## config.mk

```make
export PLATFORM = sky130hd
export DESIGN_NAME = axis_window_accumulator
export DESIGN_NICKNAME = d
export VERILOG_FILES = /design/src/rtl/axis_window_accumulator.sv
export SDC_FILE = /design/constraint.sdc
export NUM_CORES = 1
export LEC_CHECK = 0
export CAP_MARGIN = 10
export CORE_MARGIN = 8
export CORE_UTILIZATION = 40
export CTS_BUF_LIST = sky130_fd_sc_hd__clkbuf_4
export CTS_CLUSTER_SIZE = 40
export DETAILED_ROUTE_END_ITERATION = 8
export PLACE_DENSITY = 0.69
export SLEW_MARGIN = 20
export SYNTH_ARGS = -nofsm -noshare
export SYNTH_HDL_FRONTEND = slang
export SYNTH_SLANG_ARGS = --single-unit
export TNS_END_PERCENT = 5
```

## constraint.sdc

```tcl
create_clock -name clk -period 4.6 [get_ports clk]
set_clock_uncertainty 0.15 [all_clocks]
set_input_delay 0.92 -clock clk [delete_from_list [all_inputs] [get_ports clk]]
set_output_delay 0.92 -clock clk [all_outputs]
set_load 0.1 [all_outputs]
```

## src/rtl/axis_window_accumulator.sv

```systemverilog
// Sums the samples of each AXI-stream window (sow_i ... tlast) and emits the
// total as a single-beat result packet, with sticky overflow and a beat count.
module axis_window_accumulator #(
  parameter int unsigned DATA_WIDTH = 8,
  parameter int unsigned ACC_WIDTH  = 32,
  parameter int unsigned SIGNED     = 0
) (
  input  logic                    clk,
  input  logic                    rst,
  input  logic                    s_axis_tvalid,
  output logic                    s_axis_tready,
  input  logic [DATA_WIDTH-1:0]   s_axis_tdata,
  input  logic [DATA_WIDTH/8-1:0] s_axis_tstrb,
  input  logic                    s_axis_tlast,
  input  logic                    sow_i,
  output logic                    m_axis_tvalid,
  input  logic                    m_axis_tready,
  output logic [ACC_WIDTH-1:0]    m_axis_tdata,
  output logic                    m_axis_tlast,
  output logic                    rts_o,
  output logic                    sow_o,
  output logic                    eow_o,
  output logic                    overflow_o,
  output logic [15:0]             beat_count_o
);

  localparam int unsigned STRB_WIDTH = DATA_WIDTH / 8;
  localparam int unsigned CNT_WIDTH  = 16;
  localparam logic [1:0] ST_IDLE  = 2'd0;
  localparam logic [1:0] ST_ACCUM = 2'd1;
  localparam logic [1:0] ST_HOLD  = 2'd2;
  // Bits above the sample width, filled when sign-extending a negative sample.
  localparam logic [ACC_WIDTH-1:0] EXT_MASK = {ACC_WIDTH{1'b1}} << DATA_WIDTH;

  logic [1:0]            r_state;
  logic [1:0]            w_state_nxt;
  logic [ACC_WIDTH-1:0]  r_acc;
  logic [ACC_WIDTH-1:0]  w_acc_nxt;
  logic [CNT_WIDTH-1:0]  r_count;
  logic [CNT_WIDTH-1:0]  w_count_nxt;
  logic                  r_ovf;
  logic                  w_ovf_nxt;
  logic                  r_tready;
  logic                  r_tvalid;
  logic                  r_sow;
  logic                  w_sow_nxt;
  logic                  w_accept;
  logic [DATA_WIDTH-1:0] w_masked;
  logic [ACC_WIDTH-1:0]  w_sample;
  logic [ACC_WIDTH-1:0]  w_sum;
  logic                  w_carry;
  logic                  w_sum_ovf;

  // Zero the bytes whose strobe is low.
  always_comb begin
    w_masked = '0;
    for (int i = 0; i < STRB_WIDTH; i++) begin
      w_masked[i*8 +: 8] = s_axis_tstrb[i] ? s_axis_tdata[i*8 +: 8] : 8'h00;
    end
  end

  assign w_sample = ACC_WIDTH'(w_masked) |
                    (((SIGNED != 0) && w_masked[DATA_WIDTH-1]) ? EXT_MASK : '0);
  assign {w_carry, w_sum} = {1'b0, r_acc} + {1'b0, w_sample};
  assign w_sum_ovf = (SIGNED != 0)
                   ? ((r_acc[ACC_WIDTH-1] == w_sample[ACC_WIDTH-1]) &&
                      (w_sum[ACC_WIDTH-1] != r_acc[ACC_WIDTH-1]))
                   : w_carry;
  assign w_accept = s_axis_tvalid & r_tready;

  // Next-state and datapath update.
  always_comb begin
    w_state_nxt = r_state;
    w_acc_nxt   = r_acc;
    w_count_nxt = r_count;
    w_ovf_nxt   = r_ovf;
    w_sow_nxt   = 1'b0;
    case (r_state)
      ST_IDLE: begin
        if (w_accept) begin
          w_acc_nxt   = w_sample;
          w_count_nxt = CNT_WIDTH'(1);
          w_ovf_nxt   = 1'b0;
          w_sow_nxt   = 1'b1;
          w_state_nxt = s_axis_tlast ? ST_HOLD : ST_ACCUM;
        end
      end
      ST_ACCUM: begin
        if (w_accept) begin
          if (sow_i) begin
            w_acc_nxt   = w_sample;
            w_count_nxt = CNT_WIDTH'(1);
            w_ovf_nxt   = 1'b0;
            w_sow_nxt   = 1'b1;
          end else begin
            w_acc_nxt   = w_sum;
            w_count_nxt = (r_count == {CNT_WIDTH{1'b1}}) ? r_count : r_count + CNT_WIDTH'(1);
            w_ovf_nxt   = r_ovf | w_sum_ovf;
          end
          if (s_axis_tlast) begin
            w_state_nxt = ST_HOLD;
          end
        end
      end
      ST_HOLD: begin
        if (m_axis_tready) begin
          w_state_nxt = ST_IDLE;
        end
      end
      default: begin
        w_state_nxt = ST_IDLE;
      end
    endcase
  end

  always_ff @(posedge clk) begin
    if (rst) begin
      r_state  <= ST_IDLE;
      r_acc    <= '0;
      r_count  <= '0;
      r_ovf    <= 1'b0;
      r_tready <= 1'b0;
      r_tvalid <= 1'b0;
      r_sow    <= 1'b0;
    end else begin
      r_state  <= w_state_nxt;
      r_acc    <= w_acc_nxt;
      r_count  <= w_count_nxt;
      r_ovf    <= w_ovf_nxt;
      r_tready <= (w_state_nxt != ST_HOLD);
      r_tvalid <= (w_state_nxt == ST_HOLD);
      r_sow    <= w_sow_nxt;
    end
  end

  assign s_axis_tready = r_tready;
  assign m_axis_tvalid = r_tvalid;
  assign m_axis_tdata  = r_acc;
  assign m_axis_tlast  = r_tvalid;
  assign rts_o         = r_tvalid;
  assign sow_o         = r_sow;
  // Handoff pulse must coincide with the accepting cycle, so it is not registered.
  assign eow_o         = r_tvalid & m_axis_tready;
  assign overflow_o    = r_ovf;
  assign beat_count_o  = r_count;

endmodule

```

**Word level (Yosys, flattened, before mapping)**

Index checks and enable logic that the tools add are counted.

- Memory bits (read-only): 0
- Logic and storage cells: 48
- Memories: 0
- Register bits after elaboration: 54
- Bits in latches: 0
- Bits in writable memories: 0

- Muxes and demuxes: 24
- Magnitude comparators: 0
- Div/mod/pow operators: 0
- Reductions and logical operators: 4
- Add/subtract/negate cells: 2
- Shift operators: 0
- Equality and inequality tests: 8
- $mul: 0
- Bitwise operators: 3

Operator list:

| operator | number |
|---|---|
| 32-bit 2-to-1 mux | 3 |
| 16-bit 2-to-1 mux | 4 |
| 32-bit case mux with 2 select lines | 1 |
| 32-bit by 8-bit adder with 33-bit output | 1 |
| 16-bit case mux with 2 select lines | 1 |
| 16-bit by 1-bit adder with 16-bit output, second input constant | 1 |
| 16-bit == test, second input constant | 1 |
| 2-bit 2-to-1 mux | 5 |
| 8-bit 2-to-1 mux | 1 |
| 1-bit 2-to-1 mux | 6 |
| 2-bit != test, second input constant | 3 |
| 2-bit case mux with 3 select lines | 1 |
| 2-bit == test, second input constant | 2 |
| 1-bit case mux with 2 select lines | 2 |
| 4-bit AND reduction | 1 |
| 3-bit != test, second input constant | 1 |
| 3-bit AND reduction | 1 |
| 1-bit bitwise AND | 2 |
| 2-bit by 1-bit == test with 1-bit output, second input constant | 1 |
| 2-bit zero test | 1 |
| 2-bit nonzero test | 1 |
| 1-bit bitwise OR | 1 |

**Logic depth before layout (Yosys ltp)**

Gate-level depths: netlist of the first run.

- Depth after elaboration: 6
- Gate-level depth with buffers: 8
- Gate-level depth less buffers: 8

**Worst setup path before layout of the first run**

No wires, ideal clock.

- Path type: reg-to-reg
- Start: reg r_acc[0] (netlist: m_axis_tdata[0])
- End: reg r_acc[26] (netlist: m_axis_tdata[26])
- Clock period less this slack: 3.110 ns
- Library setup time: 0.070 ns
- Data arrival time: 2.890 ns
- Buffers on the path: 0
- Path slack: 1.490 ns
- Cell stages (with the launch flop): 8
- Cells stage by stage: dfxtp_1 -> ha_1 -> fa_1 -> a211oi_1 -> o211ai_1 -> nand2_1 -> or4_1 -> a21oi_1

- Word-level cells in the longest chain between the ends: 4

RTL lines:

| what | line | source |
|---|---|---|
| from (decl) | 37 | `logic [ACC_WIDTH-1:0] r_acc;` |
| from (signal assigned) | 127 | `r_acc <= w_acc_nxt;` |
| 32-bit by 8-bit adder with 33-bit output | 64 | `assign {w_carry, w_sum} = {1'b0, r_acc} + {1'b0, w_sample};` |
| 32-bit 2-to-1 mux | 90 | `if (sow_i) begin` |
| 32-bit 2-to-1 mux | 89 | `if (w_accept) begin` |
| 32-bit case mux with 2 select lines | 78 | `case (r_state)` |

No other way between the ends. The select of a mux whose other input is x is not followed.
A chain may end at the register's enable or synchronous reset.

**Worst setup path after layout of the first run**

- Start: in s_axis_tstrb
- End: reg r_acc[24] (netlist: m_axis_tdata[24])

- Word-level cells in the longest chain between the ends: 5

RTL lines:

| what | line | source |
|---|---|---|
| from (decl) | 13 | `input logic [DATA_WIDTH/8-1:0] s_axis_tstrb,` |
| 8-bit 2-to-1 mux | 58 | `w_masked[i*8 +: 8] = s_axis_tstrb[i] ? s_axis_tdata[i*8 +: 8] : 8'h00;` |
| 32-bit by 8-bit adder with 33-bit output | 64 |  |
| 32-bit 2-to-1 mux | 90 |  |
| 32-bit 2-to-1 mux | 89 |  |
| 32-bit case mux with 2 select lines | 78 |  |

No other way between the ends. The select of a mux whose other input is x is not followed.

==> results of run 1 <==
[routing by layer]
metal	global-route usage	vias up	share of wire
met1	0.193	1363	0.45
met2	0.260	76	0.48
met5	0	-	0
met3	0.0245	6	0.054
met4	0.0553	0	0.0093
li1	-	1468	-
[registers in the layout, indices dropped and copies added, names as in the netlist]
register,cells
s_axis_tready,1
r_state,2
sow_o,1
overflow_o,1
m_axis_tdata,32
m_axis_tlast,1
beat_count_o,16
[cells by family (layout without fill, tap and decap cells)]
group	Yosys count	in the layout	share of synthesized area
and+or+nand+nor	175	175	0.313
DFF	54	54	0.363
muxes	3	3	0.0101
xor gates and xnor gates	24	24	0.0705
adders and majority gates	10	10	0.0445
AOI/OAI and AO/OA	75	75	0.165
buffers and inverters	21	89	0.0336
[placed cells by master, fill, tap and decap left out, drive strengths merged, types with 2 or more instances in the layout]
cell,synthesis,final
a211oi,7,7
a21o,5,5
a21oi,24,24
a31oi,4,4
and2,10,10
and3,4,4
and4,4,4
buf,7,8
bufinv,0,2
clkbuf,9,5
clkdlybuf4s50,0,68
dfxtp,54,54
ha,9,9
inv,5,5
mux2i,3,3
nand2,20,20
nand2b,3,3
nand3,22,22
nand3b,2,2
nand4,9,9
nor2,49,49
nor2b,2,2
nor3,19,19
nor4,10,10
o2111ai,3,3
o211ai,8,8
o21a,2,2
o21ai,8,8
o31ai,10,10
or2,2,2
or3,5,5
or4,10,10
xnor2,9,9
xor2,15,15
[report_power, final]
| group | internal, mW | switching, mW |
|---|---|---|
| registers | 0.476 | 0.00825 |
| logic | 0.0522 | 0.114 |
| clock network | 0.168 | 0.154 |
| total | 0.695 | 0.276 |
[layout make-up]
class | count | area (µm²)
Fill cell | 713 | 3390
Multi-Input combinational cell | 287 | 1800
Sequential cell | 54 | 1080
Timing Repair Buffer | 76 | 741
Tap cell | 99 | 124
Clock inverter | 3 | 63.8
Clock buffer | 5 | 37.5
Inverter | 5 | 18.8
[metrics by stage]
stage	worst slack (ns)	std cells
global placement	0.543	521
global route	0.581	529
CTS	0.865	529
finish	0.869	529
detailed placement	0.453	521
floorplan	1.49	362
[final timing paths]
| kind | start | end | cells after the start |
|---|---|---|---|
| setup / recovery | s_axis_tstrb | m_axis_tdata[24] | 9 |
| hold / removal | overflow_o | overflow_o | 1 |
| setup reg to reg | m_axis_tdata[0] | m_axis_tdata[24] | 7 |
| hold reg to reg | overflow_o | overflow_o | 1 |
==> results_dict.tcl, run 1 <==
set metrics [dict create \
    first_iter_violations 149 \
    crit_family "simple AND/OR/NAND/NOR gates" \
    rsz0062_at_grt "false" \
    h-tree-depth 2 \
    crit_chain "clkdlybuf4s50_1, and2_1, ha_1, fa_1, a211oi_1, o211ai_1, nand2_1, or4_1, a21oi_1" \
    tightest_slew_ns 1.00 \
    final.min_clock_period_ns 3.73 \
    wl_per_cell_um 14.8 \
    cts_tree "built" \
    grt_first_pass_wirelength_um 13100 \
    postCtsSetupRepairBufs 0 \
    syn_area_mm2 0.00298 \
    slew_viol_final 0 \
    overflow 0 \
    cp_data_arrival_time_ns 3.92 \
    critPathBufInv 1 \
    die-width_um 102 \
    maxCapViolCount 0 \
    powerDensity_mw_per_mm2 251 \
    grt_max_degree 32 \
    drc 0 \
    fmax_mhz 268 \
    cts-root-buf "clkbuf_4" \
    portBuffers 69 \
    drt-pass1-iter-count 4 \
    report.power.total_mw 0.972 \
    cp_max_fo 10 \
    areaGrowthSynthToFinish_pct 29.7 \
    endpoint_kind "register" \
    seq_area_frac_synth 0.363 \
    initial_core_util 0.411 \
    num_vias 2913 \
    fin_area_mm2 0.00386 \
    path_class "primary input to register" \
    tns_ns 0 \
    synth_seq_cells 54 \
    antenna_found_initial 0 \
    fin_crit_sh 0.811 \
    synth_cell_type_count 51 \
    coreArea_mm2 0.00725 \
    syn-num-nets 387 \
    cts-resized-gates 0 \
    synth_area_leaders "dfxtp_1 (36%), nor2_1 (6.2%), xor2_1 (4.4%)" \
    p_leak_nw 1.32 \
    grt_pass1_vias 2763 \
    relSlewSlack 0.331 \
    cp.required_ns 4.79 \
    ys_async_sr_fraction 0 \
    r2r_slack_ns 1.76 \
    via_per_inst 5.51 \
    clk_pin_slew_ns 0.16 \
    synth_top_area_cell "dfxtp_1" \
    drt_wl_total_um 7840 \
    dp_hpwl_um 5810 \
    crit_path_start_kind "primary input" \
    ctsHoldBuffers 0 \
    gp_congestion 0.828 \
    synth_top_area_frac 0.363 \
    fin_util 0.533 \
    peakVddDrop_v 0.000177 \
    cts.sinks 54 \
    synth-edff-count 0 \
    status "completed" \
    rows 31 \
    clockBufferDepth 2 \
    synth_cells 362 \
    synth_common_cells "dfxtp_1 (54), nor2_1 (49), a21oi_1 (23), nand3_1 (21), nand2_1 (20)" \
    avgSynthCellArea_um2 8.23 \
    dpl_cell_area_mm2 0.00376 \
    synth_flop_cell "dfxtp_1" \
    worstHoldPathType "register to register" \
    hold_violations 0 \
    drtAntennaViolNets 0 \
    setup_viol 0 \
    cts_buffers 5 \
    worst_path_max_delay_cell "o211ai_1" \
    grt_util_all_layers 0.154 \
    whs_ns 0.329 \
    yosys_warnings 0 \
    fin_nets 454 \
    clk_latency_ns 0.39 \
    dieArea_mm2 0.0105 \
    drive_gt1_frac 0.0558 \
    die_height_um 102 \
    ioPinCount 70 \
    antenna_cells 0 \
    synth_most_common_cell "dfxtp_1" \
    cp_slowest_stage_delay_ns 0.60 \
]
Power figures use the tool's default switching activity.
==> run 2, diff against run 1 <==
==> constraint.sdc (replaced) <==
create_clock -name clk -period 3.65 [get_ports clk]
set_clock_uncertainty 0.15 [all_clocks]
set_input_delay 0.73 -clock clk [delete_from_list [all_inputs] [get_ports clk]]
set_output_delay 0.73 -clock clk [all_outputs]
set_load 0.1 [all_outputs]
==> results_dict.tcl, run 2 (synthesis gave the netlist of run 1 again) <==
set metrics [dict create \
    status "completed" \
    cp_max_fo 10 \
    cp.required_ns 3.81 \
    crit_path_start_kind "primary input" \
    endpoint_kind "register" \
    peakVddDrop_v 0.000167 \
    maxCapViolCount 0 \
    rsz0062_at_grt "false" \
    grt_max_degree 24 \
    fin_crit_sh 0.838 \
    portBuffers 69 \
    fin_area_mm2 0.00375 \
    drtAntennaViolNets 0 \
    cts-resized-gates 0 \
    dp_hpwl_um 5970 \
    grt_pass1_vias 2693 \
    antenna_cells 0 \
    dieArea_mm2 0.0105 \
    min_from "overflow_o" \
    fin_nets 457 \
    tns_ns 0 \
    met3_usage 0.0347 \
    use_met1 0.197 \
    layout_commonest_cell "buf_4" \
    rows 31 \
    multi_input_area_mm2 0.00180 \
    setup_viol 0 \
    slew_viol_final 0 \
    gp_congestion 0.852 \
    worstHoldPathType "register to register" \
    path_class "primary input to register" \
    min_path_cells 1 \
    clk_latency_ns 0.38 \
    relSlewSlack 0.346 \
    num_vias 2914 \
    wl_per_cell_um 14.8 \
    drc 0 \
    whs_ns 0.334 \
    drive_gt1_frac 0.169 \
    drt_wl_total_um 7880 \
    cts_tree "built" \
    areaGrowthSynthToFinish_pct 25.9 \
    coreArea_mm2 0.00725 \
    dpl_cell_area_mm2 0.00367 \
    largest_reg_flops 32 \
    hold_violations 0 \
    grt_first_pass_wirelength_um 13000 \
    r2r-start "m_axis_tdata[8]" \
    clockBufferDepth 2 \
    whs_endpoint "overflow_o" \
    final_cell_mix "buf_4 (56), dfxtp_1 (54), nor2_1 (49)" \
    fin_util 0.517 \
    postCtsSetupRepairBufs 0 \
    first_iter_violations 124 \
    fmax_mhz 327 \
    via_per_inst 5.48 \
    p_leak_nw 1.42 \
    overflow 0 \
    initial_core_util 0.411 \
    powerDensity_mw_per_mm2 307 \
    die_height_um 102 \
    clk_pin_slew_ns 0.15 \
    die-width_um 102 \
    busiest_layer "met2" \
    seq_area_mm2 0.00108 \
    h-tree-depth 2 \
    tightest_slew_ns 0.977 \
    drt-pass1-iter-count 5 \
    cts_buffers 5 \
    cp_data_arrival_time_ns 3.22 \
    r2r-end "m_axis_tdata[27]" \
    ctsHoldBuffers 0 \
    grt_util_all_layers 0.153 \
    r2r_slack_ns 1.19 \
    ff2ff_path_depth 5 \
    met2_usage 0.248 \
    antenna_found_initial 0 \
    cts.sinks 54 \
    report.power.total_mw 1.15 \
    cts-root-buf "clkbuf_4" \
    fill_cells 700 \
    final.min_clock_period_ns 3.06 \
    ioPinCount 70 \
]
[run 2: worst max path at each step]
| stage | start | to | slack [ns] | cells after the start |
|---|---|---|---|---|
| after floorplan | m_axis_tdata[0] | m_axis_tdata[26] | 0.54 | 7 |
| after global placement | s_axis_tstrb | m_axis_tdata[28] | 0.25 | 9 |
| after detailed placement | s_axis_tstrb | m_axis_tdata[24] | 0.21 | 9 |
| after CTS | s_axis_tstrb | m_axis_tdata[27] | 0.61 | 8 |
| after global routing | s_axis_tstrb | m_axis_tdata[28] | 0.39 | 9 |
| final | s_axis_tstrb | m_axis_tdata[27] | 0.59 | 8 |
[run 2: worst max-delay path, cell delays in order]
cell and delay (ns):
clkdlybuf4s50_1 0.52, and2_1 0.21, ha_1 0.37, nand3_1 0.11
nor3_1 0.41, o21ai_2 0.21, or4_1 0.51, a21oi_1 0.15
[run 2: final cells by class]
cell class	instances	area share
Sequential cell	54	0.288
Tap cell	99	0.0330
Multi-Input combinational cell	287	0.480
Timing Repair Buffer	79	0.173
Inverter	5	0.00500
Clock inverter	3	0.0107
Clock buffer	5	0.0100
[run 2: power breakdown]
group	total, mW	switching [mW]	internal (mW)
combinational	0.211	0.145	0.0658
sequential	0.610	0.0104	0.599
clock	0.329	0.187	0.142
total	1.15	0.342	0.808
[run 2: routing by layer]
| layer | part of all wire | wire (µm) |
|---|---|---|
| met1 | 0.46 | 3610 |
| met4 | 0.010 | 81 |
| met3 | 0.067 | 528 |
| met2 | 0.46 | 3660 |
| met5 | 0 | 0 |
[run 2: per-stage QoR]
step / std cells / worst slack (ns)
finish: 532 / 0.592
global route: 532 / 0.393
CTS: 532 / 0.606
detailed placement: 524 / 0.210
global placement: 524 / 0.253
floorplan: 362 / 0.540
